===== src/rtl/key_debounce.sv =====
// ============================================================================
// key_debounce : push-button synchronizer and debouncer producing a clean
//                level plus press, release and long-press pulses
// Revision     : 1.0
// ============================================================================
`default_nettype none

module key_debounce #(
  parameter int DEBOUNCE_CYCLES = 1_000_000,
  parameter int HOLD_CYCLES     = 50_000_000,
  parameter bit ACTIVE_LOW      = 1'b1
) (
  input  logic i_clk,
  input  logic i_rst,
  input  logic i_key,
  output logic o_level,
  output logic o_pulse,
  output logic o_release,
  output logic o_long
);

  localparam int c_cnt_max = (DEBOUNCE_CYCLES > HOLD_CYCLES) ? DEBOUNCE_CYCLES : HOLD_CYCLES;
  localparam int c_cnt_w   = $clog2(c_cnt_max + 1);
  localparam logic [c_cnt_w-1:0] c_deb_last = c_cnt_w'(DEBOUNCE_CYCLES - 1);

  typedef enum logic [1:0] {
    S_RELEASED     = 2'd0,
    S_PRESS_WAIT   = 2'd1,
    S_PRESSED      = 2'd2,
    S_RELEASE_WAIT = 2'd3
  } state_t;

  logic               r_sync1;
  logic               r_sync2;
  logic               w_pr;
  state_t             r_state;
  state_t             w_state_nxt;
  logic [c_cnt_w-1:0] r_cnt;
  logic [c_cnt_w-1:0] w_cnt_nxt;
  logic               w_pulse_nxt;
  logic               w_release_nxt;
  logic               r_level;
  logic               r_pulse;
  logic               r_release;

  // Synchronizer idles at the unpressed pin level so a held key is seen as a fresh press
  always_ff @(posedge i_clk or negedge i_rst) begin
    if (!i_rst) begin
      r_sync1 <= ACTIVE_LOW;
      r_sync2 <= ACTIVE_LOW;
    end else begin
      r_sync1 <= i_key;
      r_sync2 <= r_sync1;
    end
  end

  assign w_pr = r_sync2 ^ ACTIVE_LOW;

  always_ff @(posedge i_clk or negedge i_rst) begin
    if (!i_rst) begin
      r_state   <= S_RELEASED;
      r_cnt     <= '0;
      r_level   <= 1'b0;
      r_pulse   <= 1'b0;
      r_release <= 1'b0;
    end else begin
      r_state   <= w_state_nxt;
      r_cnt     <= w_cnt_nxt;
      r_level   <= (w_state_nxt == S_PRESSED) || (w_state_nxt == S_RELEASE_WAIT);
      r_pulse   <= w_pulse_nxt;
      r_release <= w_release_nxt;
    end
  end

  always_comb begin
    w_state_nxt   = r_state;
    w_cnt_nxt     = r_cnt;
    w_pulse_nxt   = 1'b0;
    w_release_nxt = 1'b0;
    case (r_state)
      S_RELEASED: begin
        if (w_pr) begin
          w_state_nxt = S_PRESS_WAIT;
          w_cnt_nxt   = '0;
        end
      end
      S_PRESS_WAIT: begin
        if (!w_pr) begin
          w_state_nxt = S_RELEASED;
          w_cnt_nxt   = '0;
        end else if (r_cnt == c_deb_last) begin
          w_state_nxt = S_PRESSED;
          w_cnt_nxt   = '0;
          w_pulse_nxt = 1'b1;
        end else begin
          w_cnt_nxt = r_cnt + 1'b1;
        end
      end
      S_PRESSED: begin
        if (!w_pr) begin
          w_state_nxt = S_RELEASE_WAIT;
          w_cnt_nxt   = '0;
        end
      end
      S_RELEASE_WAIT: begin
        if (w_pr) begin
          w_state_nxt = S_PRESSED;
          w_cnt_nxt   = '0;
        end else if (r_cnt == c_deb_last) begin
          w_state_nxt   = S_RELEASED;
          w_cnt_nxt     = '0;
          w_release_nxt = 1'b1;
        end else begin
          w_cnt_nxt = r_cnt + 1'b1;
        end
      end
      default: begin
        w_state_nxt = S_RELEASED;
        w_cnt_nxt   = '0;
      end
    endcase
  end

  generate
    if (HOLD_CYCLES > 0) begin : g_hold
      localparam logic [c_cnt_w-1:0] c_hold_max  = c_cnt_w'(HOLD_CYCLES);
      localparam logic [c_cnt_w-1:0] c_hold_last = c_cnt_w'(HOLD_CYCLES - 1);

      logic               w_hold_inc;
      logic [c_cnt_w-1:0] r_hold;
      logic               r_long;

      // Only counts while settled in PRESSED; frozen across a release bounce
      assign w_hold_inc = (r_state == S_PRESSED) && w_pr;

      always_ff @(posedge i_clk or negedge i_rst) begin
        if (!i_rst) begin
          r_hold <= '0;
          r_long <= 1'b0;
        end else begin
          if (w_pulse_nxt) begin
            r_hold <= '0;
          end else if (w_hold_inc && (r_hold != c_hold_max)) begin
            r_hold <= r_hold + 1'b1;
          end
          r_long <= w_hold_inc && (r_hold == c_hold_last);
        end
      end

      assign o_long = r_long;
    end else begin : g_no_hold
      assign o_long = 1'b0;
    end
  endgenerate

  assign o_level   = r_level;
  assign o_pulse   = r_pulse;
  assign o_release = r_release;

endmodule

`default_nettype wire


===== config.mk =====
export PLATFORM = sky130hd
export DESIGN_NAME = key_debounce
export DESIGN_NICKNAME = d
export VERILOG_FILES = /design/src/rtl/key_debounce.sv
export SDC_FILE = /design/constraint.sdc
export NUM_CORES = 1
export LEC_CHECK = 0
export BUFFER_PORTS_ARGS = -buffer_cell sky130_fd_sc_hd__buf_2
export CORE_ASPECT_RATIO = 0.8
export CORE_MARGIN = 5
export CORE_UTILIZATION = 60
export DETAILED_ROUTE_END_ITERATION = 8
export PLACE_DENSITY = 0.77
export SETUP_SLACK_MARGIN = 0.3
export SLEW_MARGIN = 40
export SYNTH_ARGS = -nofsm -noshare
export SYNTH_HDL_FRONTEND = slang
export SYNTH_SLANG_ARGS = --single-unit

===== constraint.sdc =====
create_clock -name i_clk -period 2.9 [get_ports i_clk]
set_input_delay 0.435 -clock i_clk [delete_from_list [all_inputs] [get_ports i_clk]]
set_output_delay 0.435 -clock i_clk [all_outputs]
set_load 0.02 [all_outputs]

==> impl_metrics.csv, run 1 <==
group,metric,value,unit
cells_and_area,num-nets-final,365,
routing,routed_wl,7070,um
routing,vias,2826,
cells_and_area,layout_common_cells,"57 x dfrtp_1, 33 x nand2_1, 24 x nor2_1",
die,die_h,75.8,um
cells_and_area,area_growth,9.99,%
synth,synth_cell_type_count,46,
grt,grt_pass1_wl,12200,um
clocking,path_clk_slew,70,ps
die,start_util,60.7,%
clocking,cts_made_buffers,9,
clocking,clock_latency,340,ps
sta,setup_viol,0,
grt,grt_max_degree,39,
place,gp_congestion,0.830,
grt,grt_antenna_before_repair,0,
place,port_buffers,6,
sta,final.setup.tns,0,ps
sta,fin_crit_sh,74.6,%
synth,ys_seq_area_share,45.6,%
cells_and_area,diodes,0,
run,drv_cap,0,
power_and_ir_drop,max-vdd-ir-drop,0.310,mV
critical_path,reg2reg_from,"r_cnt[0]$_DFFE_PN0P_",
critical_path,critPathArrivalTime,2430,ps
clocking,clockRootBuffer,"clkbuf_8",
routing,drt_pass1_iterations,5,
synth,syn_inst,358,
grt,grt_use_total,22.0,%
synth,syn_area,3240,sq um
synth,ys_async_sr_fraction,100,%
place,post-dp-hpwl,4800,um
die,num_io_pins,7,
clocking,cts_tree,"built",
clocking,htree_levels,3,
synth,synth_area_leader_cell,"dfrtp_1",
cells_and_area,final_common_cell,"dfrtp_1",
place,place_inst,413,
critical_path,cp-endpoint,"r_cnt[23]$_DFFE_PN0P_",
sta,slew_headroom,62.7,%
critical_path,crit_required,3170,ps
die,core-area,5350,sq um
critical_path,r2r_end,"r_cnt[23]$_DFFE_PN0P_",
grt,grt_pass1_vias,2496,
cells_and_area,fin_cells,429,
die,row_count,24,
die,fp.dieW,92.2,um
critical_path,r2r_cells,6,
critical_path,worstSetupStartpointType,"flop",
synth,synth_edf_count,0,
power_and_ir_drop,p_leak,1.49,nW
synth,synth_fp_nets,364,
clocking,post_cts_resized,0,
critical_path,crit_fanout,12,
sta,slew_violations,0,
sta,hold_ws,14.5,ps
sta,rsz0062_at_grt,"no",
synth,yosys_most_used_dff,"dfrtp_1",
routing,ant_nets,0,
power_and_ir_drop,p_per_area,513,nW/um^2
sta,period_minus_slack,2160,ps
clocking,ctsHoldBuffers,0,
synth,ys_top_cells_by_area,"dfrtp_1 44%, nand2_1 3.8%, a21oi_1 3.5%",
routing,drt_iter0_drc,225,
critical_path,criticalPathCategory,"flop to flop",
sta,hold_violations,0,
routing,avgRoutedWirePerCell,16.5,um
run_status,status,"finished clean",
critical_path,rrSetupSlack,740,ps
routing,route.detailed.drc,0,
sta,worst_pin_slew,559,ps
sta,clock.fmax,462,MHz
worst_hold_path,hp-class,"input pin to async pin",
critical_path,end_kind,"flop",
clocking,post_cts_buffers,0,
clocking,clockBufferDepth,2,
clocking,cts_num_sinks,59,
routing,viasPerCell,6.59,
cells_and_area,drive_above_1_share,11.0,%
synth,ys.warnings.count,0,
die,die_area,6980,sq um
sta,fin_skew,11.1,ps
critical_path,cp-startpoint,"r_cnt[0]$_DFFE_PN0P_",
cells_and_area,fin_util,66.7,%
synth,syn_avg_cell_area,9.06,sq um
synth,synth_top_area_share,44.0,%
synth,ys_ff_latch,59,
grt,overflow,0,
==> worst max-delay path: stages (launching register included) <==
cell and delay (ps):
dfrtp_1 410, ha_1 230, and2_1 230, and3_1 250
a21o_1 340, or4_1 550, nand3_1 90
==> routing by layer <==
metal	vias to the layer above	global-route usage (%)	routed length [um]
met5	-	0	0
met4	0	7.08	67
met3	10	4.94	435
met2	101	30.7	2960
met1	1365	33.9	3610
li1	1350	-	-
==> through the flow <==
| step | worst slack [ps] | power, mW | instance area [sq um] |
|---|---|---|---|
| global placement | 799 | 0.920 | 3310 |
| global route | 571 | 1.89 | 3570 |
| detailed placement | 759 | 0.921 | 3310 |
| CTS | 748 | 1.85 | 3560 |
| floorplan | 785 | 0.892 | 3240 |
| finish | 736 | 1.83 | 3570 |
==> cell families (layout without fill, tap and decap cells) <==
kind of cell               count (synthesis)  count (layout)  share of synthesized area, %
adders and majority gates                  3               3                          1.16
DFF                                       59              59                          45.6
muxes                                      5               5                          1.58
buffers and inverters                     30              36                          3.94
AOI/OAI and AO/OA                         77              77                          14.4
xor gates and xnor gates                  13              13                          3.51
and+or+nand+nor                          171             171                          29.9
==> cells in the mapped netlist, types with 3 or more instances <==
library cell / number
nand3_1: 21
clkbuf_1: 13
and3_1: 12
dfrtp_1: 57
ha_1: 3
a21oi_1: 23
inv_1: 7
or4_1: 6
xnor2_1: 9
or3_1: 11
nor4_1: 13
a21o_1: 3
o21ai_1: 12
mux2i_1: 4
buf_2: 9
xor2_1: 4
a41oi_1: 3
nor3_1: 4
nand4_1: 17
o211ai_1: 4
nand2_1: 33
and4_1: 10
and2_1: 5
a31oi_1: 18
nor2_1: 25
nor4b_1: 4
o21ai_0: 6
==> worst min path at each step <==
stage	end	slack, ps	cells after the start
floorplan	g_hold.r_hold[0]$_DFFE_PN0P_	140	0
global placement	r_sync2$_DFF_PN1_	350	0
detailed placement	r_sync2$_DFF_PN1_	350	0
CTS	r_cnt[16]$_DFFE_PN0P_	10	1
global route	r_cnt[16]$_DFFE_PN0P_	40	1
finish	r_cnt[16]$_DFFE_PN0P_	10	1
==> area by class of cell <==
cell class,count,area (sq um)
inverters,7,26.3
multi-input cells,269,1650
fillers,433,1780
well taps,65,81.3
clock inverters,6,113
repair buffers,13,82.6
clock buffers,10,138
flip-flops and latches,59,1480
==> flip-flops by register name (all words and copies together), names as in the netlist <==
| signal | count |
|---|---|
| r_sync2 | 1 |
| o_long | 1 |
| o_pulse | 1 |
| r_cnt | 26 |
| o_level | 1 |
| r_state | 1 |
| o_release | 1 |
| g_hold.r_hold | 26 |
| r_sync1 | 1 |
==> report_power, final <==
part           internal, mW  switching, mW  total [mW]
clock network         0.594          0.332       0.925
logic                0.0171         0.0439      0.0610
registers             0.833         0.0111       0.845
total                  1.44          0.387        1.83
No activity file was read; power rests on OpenSTA's default activity.
==> inputs of run 2 (changes only) <==
- ABC_AREA: not set -> 1
- CORE_UTILIZATION: 60 -> 57
- PLACE_DENSITY: 0.77 -> 0.76
- clock period: 2.9 -> 1.9 ns (I/O delays scaled with it)
==> impl_metrics.csv, run 2 <==
group,metric,value,unit
run_status,status,"finished clean",
grt,gr-usage-met3,8.46,%
grt,overflow,0,
critical_path,rrSetupSlack,20,ps
cells_and_area,diodes,0,
synth,syn_avg_cell_area,6.87,sq um
cells_and_area,drive_above_1_share,33.6,%
sta,final.setup.tns,0,ps
critical_path,critPathArrivalTime,2120,ps
clocking,clockBufferDepth,2,
clocking,clockRootBuffer,"clkbuf_8",
place,port_buffers,6,
synth,yosys-top-cells-count,"179 x nand2_1, 91 x nor2_1, 77 x nand3_1",
die,start_util,59.1,%
power_and_ir_drop,swShare,25.2,%
grt,grt_use_total,28.8,%
critical_path,r2r_cells,9,
synth,ys_seq_area_share,38.8,%
clocking,cts_tree,"built",
worst_hold_path,whs_endpoint,"r_sync1$_DFF_PN1_",
power_and_ir_drop,comb_power_share,4.8,%
cells_and_area,top_regs,"g_hold.r_hold: 26 flops, r_cnt: 26 flops",
power_and_ir_drop,max-vdd-ir-drop,0.460,mV
sta,worst_pin_slew,466,ps
power_and_ir_drop,p_switching,607,uW
grt,grt_pass1_vias,3720,
die,fp.dieW,101,um
synth,yosys_most_used_dff,"dfrtp_1",
power_and_ir_drop,seqPwrFrac,52.7,%
grt,grt.met2_usage,38.8,%
critical_path,r2r_end,"g_hold.r_hold[25]$_DFFE_PN0P_",
synth,ys_ff_latch,59,
clocking,cts_made_buffers,9,
routing,ant_nets,0,
critical_path,crit_fanout,7,
sta,hold_violations,0,
grt,top_usage_layer,"met1",
routing,routed_wl,13700,um
grt,grt_use_met1,43.9,%
power_and_ir_drop,p_leak,2.26,nW
clocking,htree_levels,3,
grt,grt_antenna_before_repair,0,
synth,synth_area_leader_cell,"dfrtp_1",
synth,synth_most_common_cell,"nand2_1",
routing,drt_pass1_iterations,6,
synth,ys_async_sr_fraction,100,%
sta,slew_violations,0,
sta,slew_headroom,68.7,%
power_and_ir_drop,pwr-share-clk,42.5,%
synth,synth_cell_type_count,33,
worst_hold_path,hp-class,"input pin to flop",
grt,grt_max_degree,60,
routing,route.detailed.drc,0,
sta,fin_crit_sh,98.7,%
routing,drt_iter0_drc,746,
cells_and_area,final_common_cell,"nand2_1",
run,drv_cap,0,
critical_path,cp-startpoint,"g_hold.r_hold[2]$_DFFE_PN0P_",
worst_hold_path,min-delay-start,"i_key",
place,post-dp-hpwl,6930,um
die,die_h,83.1,um
place,pre_cts_ws,45.7,ps
sta,clock.fmax,533,MHz
sta,rsz0062_at_grt,"yes",
critical_path,crit_buf_inv,0,
clocking,clock_latency,350,ps
routing,vias,4399,
routing,viasPerCell,6.26,
worst_hold_path,hold_path_depth,1,
critical_path,crit_required,2140,ps
critical_path,reg2reg_from,"g_hold.r_hold[2]$_DFFE_PN0P_",
synth,ys.warnings.count,0,
critical_path,crit_chain,"nand2_1 -> nor2_1 -> nand2_1 -> nor2_1 -> nand2_1 -> nand2_1 -> nand2_1 -> nand3_2 -> nand2_1",
die,die_area,8430,sq um
die,row_count,26,
die,num_io_pins,7,
power_and_ir_drop,p_per_area,463,nW/um^2
sta,fin_skew,8.91,ps
routing,avgRoutedWirePerCell,19.5,um
sta,period_minus_slack,1880,ps
critical_path,worstSetupStartpointType,"flop",
clocking,path_clk_slew,70,ps
cells_and_area,area_growth,36.9,%
place,gp_congestion,0.971,
clocking,cts_num_sinks,59,
synth,synth_edf_count,0,
synth,syn_area,3810,sq um
cells_and_area,layout_common_cells,"167 x nand2_1, 63 x nor2_1, 46 x dfrtp_1",
critical_path,cpPeakStageDelay,520,ps
grt,grt_pass1_wl,19100,um
critical_path,crit_top_cell,"nand2_1",
sta,worst_slack,24.6,ps
critical_path,critPathTopFamily,"simple AND/OR/NAND/NOR gates",
synth,syn_inst,554,
synth,synth_top_area_share,37.5,%
critical_path,end_kind,"flop",
cells_and_area,num-nets-final,620,
die,core-area,6440,sq um
critical_path,criticalPathCategory,"flop to flop",
synth,synth_fp_nets,560,
critical_path,crit_slowest_cell,"dfrtp_1",
power_and_ir_drop,internal_power,1.81,mW
sta,setup_viol,0,
synth,ys_top_cells_by_area,"dfrtp_1 37%, nand2_1 18%, nand3_1 10%",
[run 2: cell count changes after synthesis, moves of 10 or more]
cell and delta:
nand2_1 +146, and3_1 -10, and4_1 -10, a31oi_1 -18, xor2_1 +16, inv_1 +27, nand3_1 +56, or3_1 -11
nor4_1 -11, a21oi_1 -19, clkbuf_1 -12, nor2_1 +66
[run 2: layout make-up]
class / instances / area (sq um)
inverters: 42 / 163
flip-flops and latches: 59 / 1490
repair buffers: 61 / 694
multi-input cells: 441 / 2590
well taps: 84 / 105
clock inverters: 3 / 15.0
clock buffers: 13 / 149
fillers: 367 / 1230
[run 2: worst register-to-register path: cells and delay by family, from the launching register on]
family	cells	cell delay (ps)
DFF	1	520
and+or+nand+nor	9	1250
[run 2: kinds of logic after synthesis]
group | share of synthesized area, %
xor+xnor | 6.21
buf+inv | 6.24
compound gates | 3.38
simple gates | 44.3
fa+ha+maj | 0.986
flops | 38.8
[run 2: how the worst max path moves through the flow]
| stage | depth (start not counted) | slack, ps | end |
|---|---|---|---|
| after global routing | 9 | -50 | g_hold.r_hold[25]$_DFFE_PN0P_ |
| after detailed placement | 9 | 50 | g_hold.r_hold[13]$_DFFE_PN0P_ |
| after floorplan | 7 | 340 | g_hold.r_hold[14]$_DFFE_PN0P_ |
| final | 9 | 20 | g_hold.r_hold[25]$_DFFE_PN0P_ |
| after global placement | 9 | 90 | r_cnt[25]$_DFFE_PN0P_ |
| after CTS | 10 | 250 | g_hold.r_hold[13]$_DFFE_PN0P_ |
[run 2: power by group through the flow]
stage	sequential [mW]	combinational (mW)	clock [mW]
after detailed placement	1.29	0.0816	0
after CTS	1.27	0.0934	1.02
after global routing	1.27	0.127	1.07
final	1.27	0.115	1.03
after global placement	1.29	0.0797	0
after floorplan	1.29	0.0328	0
[run 2: timing repair]
action / in CTS / in global routing
buffers inserted: 16 / 14
endpoints found under the setup margin: 54 / 53
hold buffers: 1 / 0
endpoints found under the hold margin: 57 / 0
gates cloned: 7 / 2
gates resized for setup: 58 / 84
pin swaps: 13 / 30
[run 2: routing by layer]
layer,vias to the layer above,routed length [um]
li1,1897,-
met1,2020,5340
met2,386,5770
met3,96,1990
met4,0,605
met5,-,0
[run 2: per-stage QoR]
stage          util (%)  area, sq um  std cells  hold WS, ps  total power [mW]
3_3_place_gp       62.3         4010        647          313              1.37
4_1_cts            73.3         4720        687         30.0              2.39
3_5_place_dp       62.3         4010        647          316              1.38
6_report           80.9         5210        703         35.0              2.41
5_1_grt            80.9         5210        703         37.4              2.47
2_1_floorplan         -         3810        554        -10.6              1.33
==> inputs of run 3 (changes only) <==
- CORE_UTILIZATION: 57 -> 50
- PLACE_DENSITY: 0.76 -> 0.68
==> impl_metrics.csv, run 3 (synthesis gave the netlist of run 2 again) <==
group,metric,value,unit
critical_path,crit_required,2070,ps
cells_and_area,layout_common_cells,"173 x nand2_1, 71 x nor2_1, 62 x nand3_1",
routing,routed-wl-met2,4520,um
power_and_ir_drop,internal_power,2.11,mW
die,die_area,9470,sq um
critical_path,crit_slowest_cell,"nor4_1",
critical_path,cp-startpoint,"g_hold.r_hold[1]$_DFFE_PN0P_",
critical_path,critPathTopFamily,"simple AND/OR/NAND/NOR gates",
grt,overflow,0,
run,drv_cap,0,
cells_and_area,diodes,0,
sta,slew_headroom,59.8,%
die,start_util,51.3,%
critical_path,end_kind,"flop",
die,num_io_pins,7,
power_and_ir_drop,p_leak,2.16,nW
clocking,clockRootBuffer,"clkbuf_8",
cells_and_area,fin_util,65.2,%
die,row_count,28,
worst_hold_path,min-delay-start,"i_key",
critical_path,critPathArrivalTime,1880,ps
sta,rsz0062_at_grt,"yes",
critical_path,crit_fanout,4,
critical_path,criticalPathCategory,"flop to flop",
grt,grt_pass1_wl,17600,um
sta,period_minus_slack,1710,ps
power_and_ir_drop,seqPwrFrac,46.8,%
routing,drt-met1-wl,5480,um
die,die_h,88.1,um
sta,setup_viol,0,
grt,grt_use_total,23.6,%
critical_path,crit_buf_inv,1,
die,core-area,7430,sq um
power_and_ir_drop,swShare,22.4,%
clocking,clock_latency,340,ps
place,post-dp-hpwl,6740,um
routing,top_layer,"met4",
sta,worst_pin_slew,597,ps
cells_and_area,top_regs,"g_hold.r_hold: 26 flops, r_cnt: 26 flops",
routing,routed_wl,11100,um
power_and_ir_drop,p_switching,609,uW
clocking,cts_tree,"built",
routing,route.detailed.drc,0,
cells_and_area,final_common_cell,"nand2_1",
power_and_ir_drop,p_per_area,560,nW/um^2
critical_path,worstSetupStartpointType,"flop",
routing,ant_nets,0,
routing,vias,3930,
cells_and_area,num-nets-final,610,
sta,fin_crit_sh,89.7,%
clocking,htree_levels,3,
clocking,cts_num_sinks,59,
place,port_buffers,6,
die,fp.dieW,108,um
critical_path,cpPeakStageDelay,510,ps
power_and_ir_drop,power.total,2.72,mW
clocking,clockBufferDepth,2,
grt,grt_antenna_before_repair,0,
power_and_ir_drop,comb_power_share,3.8,%
routing,wl_met3,910,um
routing,drt_iter0_drc,341,
critical_path,reg2reg_from,"g_hold.r_hold[1]$_DFFE_PN0P_",
grt,grt_pass1_vias,3521,
sta,hold_ws,40.7,ps
grt,grt_max_degree,60,
routing,avgRoutedWirePerCell,15.6,um
cells_and_area,area_growth,27.2,%
place,gp_congestion,0.907,
sta,worst_slack,195,ps
sta,slew_violations,0,
sta,hold_violations,0,
clocking,path_clk_slew,70,ps
routing,viasPerCell,5.50,
place,pre_cts_ws,90.3,ps
clocking,cts_made_buffers,9,
run_status,status,"finished clean",
routing,drt_pass1_iterations,5,
worst_hold_path,hp-class,"input pin to flop",
power_and_ir_drop,max-vdd-ir-drop,0.373,mV
sta,fin_skew,14.4,ps
sta,final.setup.tns,0,ps
cells_and_area,drive_above_1_share,24.3,%
critical_path,crit_chain,"ha_1 -> nand3_2 -> buf_4 -> nor4_1",
sta,clock.fmax,586,MHz
power_and_ir_drop,pwr-share-clk,49.4,%
run 3: repair_timing:
| item | 4_1_cts | 5_1_grt |
|---|---|---|
| cloned | 1 | 4 |
| hold buffers | 1 | 0 |
| endpoints found under the setup margin | 51 | 56 |
| endpoints found under the hold margin | 57 | 0 |
| pin swaps | 8 | 16 |
| resized for setup | 23 | 55 |
| setup buffers | 9 | 17 |
run 3: final timing paths:
check / end / slack [ps] / cells past startpoint
max: o_long$_DFF_PN0_ / 190 / 4
min reg2reg: r_sync2$_DFF_PN1_ / 360 / 0
max reg2reg: o_long$_DFF_PN0_ / 190 / 4
min in group asynchronous: r_cnt[11]$_DFFE_PN0P_ / 450 / 3
min: r_sync1$_DFF_PN1_ / 40 / 1
max in group asynchronous: r_sync2$_DFF_PN1_ / 1090 / 3
run 3: area by class of cell:
type	instances	area [sq um]
clock inverter	4	72.6
multi-input combinational	441	2350
clock buffer	12	155
tap	105	131
timing repair buffer	51	485
fill	635	2580
inverter	42	163
sequential	59	1490
run 3: power groups by stage:
stage	clock network (mW)	registers [mW]	logic, mW
after detailed placement	0	1.29	0.0819
after global routing	1.41	1.27	0.117
after floorplan	0	1.29	0.0328
after global placement	0	1.29	0.0809
final	1.34	1.27	0.103
after CTS	1.35	1.27	0.0949
run 3: per-stage QoR:
stage	std cells	instance area, sq um
3_5_place_dp	666	4030
5_1_grt	714	4850
3_3_place_gp	666	4030
6_report	714	4850
2_1_floorplan	554	3810
4_1_cts	693	4450
run 3: routing by layer:
layer	vias up	global-route usage [%]
met3	25	4.94
met2	188	33.5
met1	1847	36.3
met5	-	0
met4	0	6.19
li1	1870	-
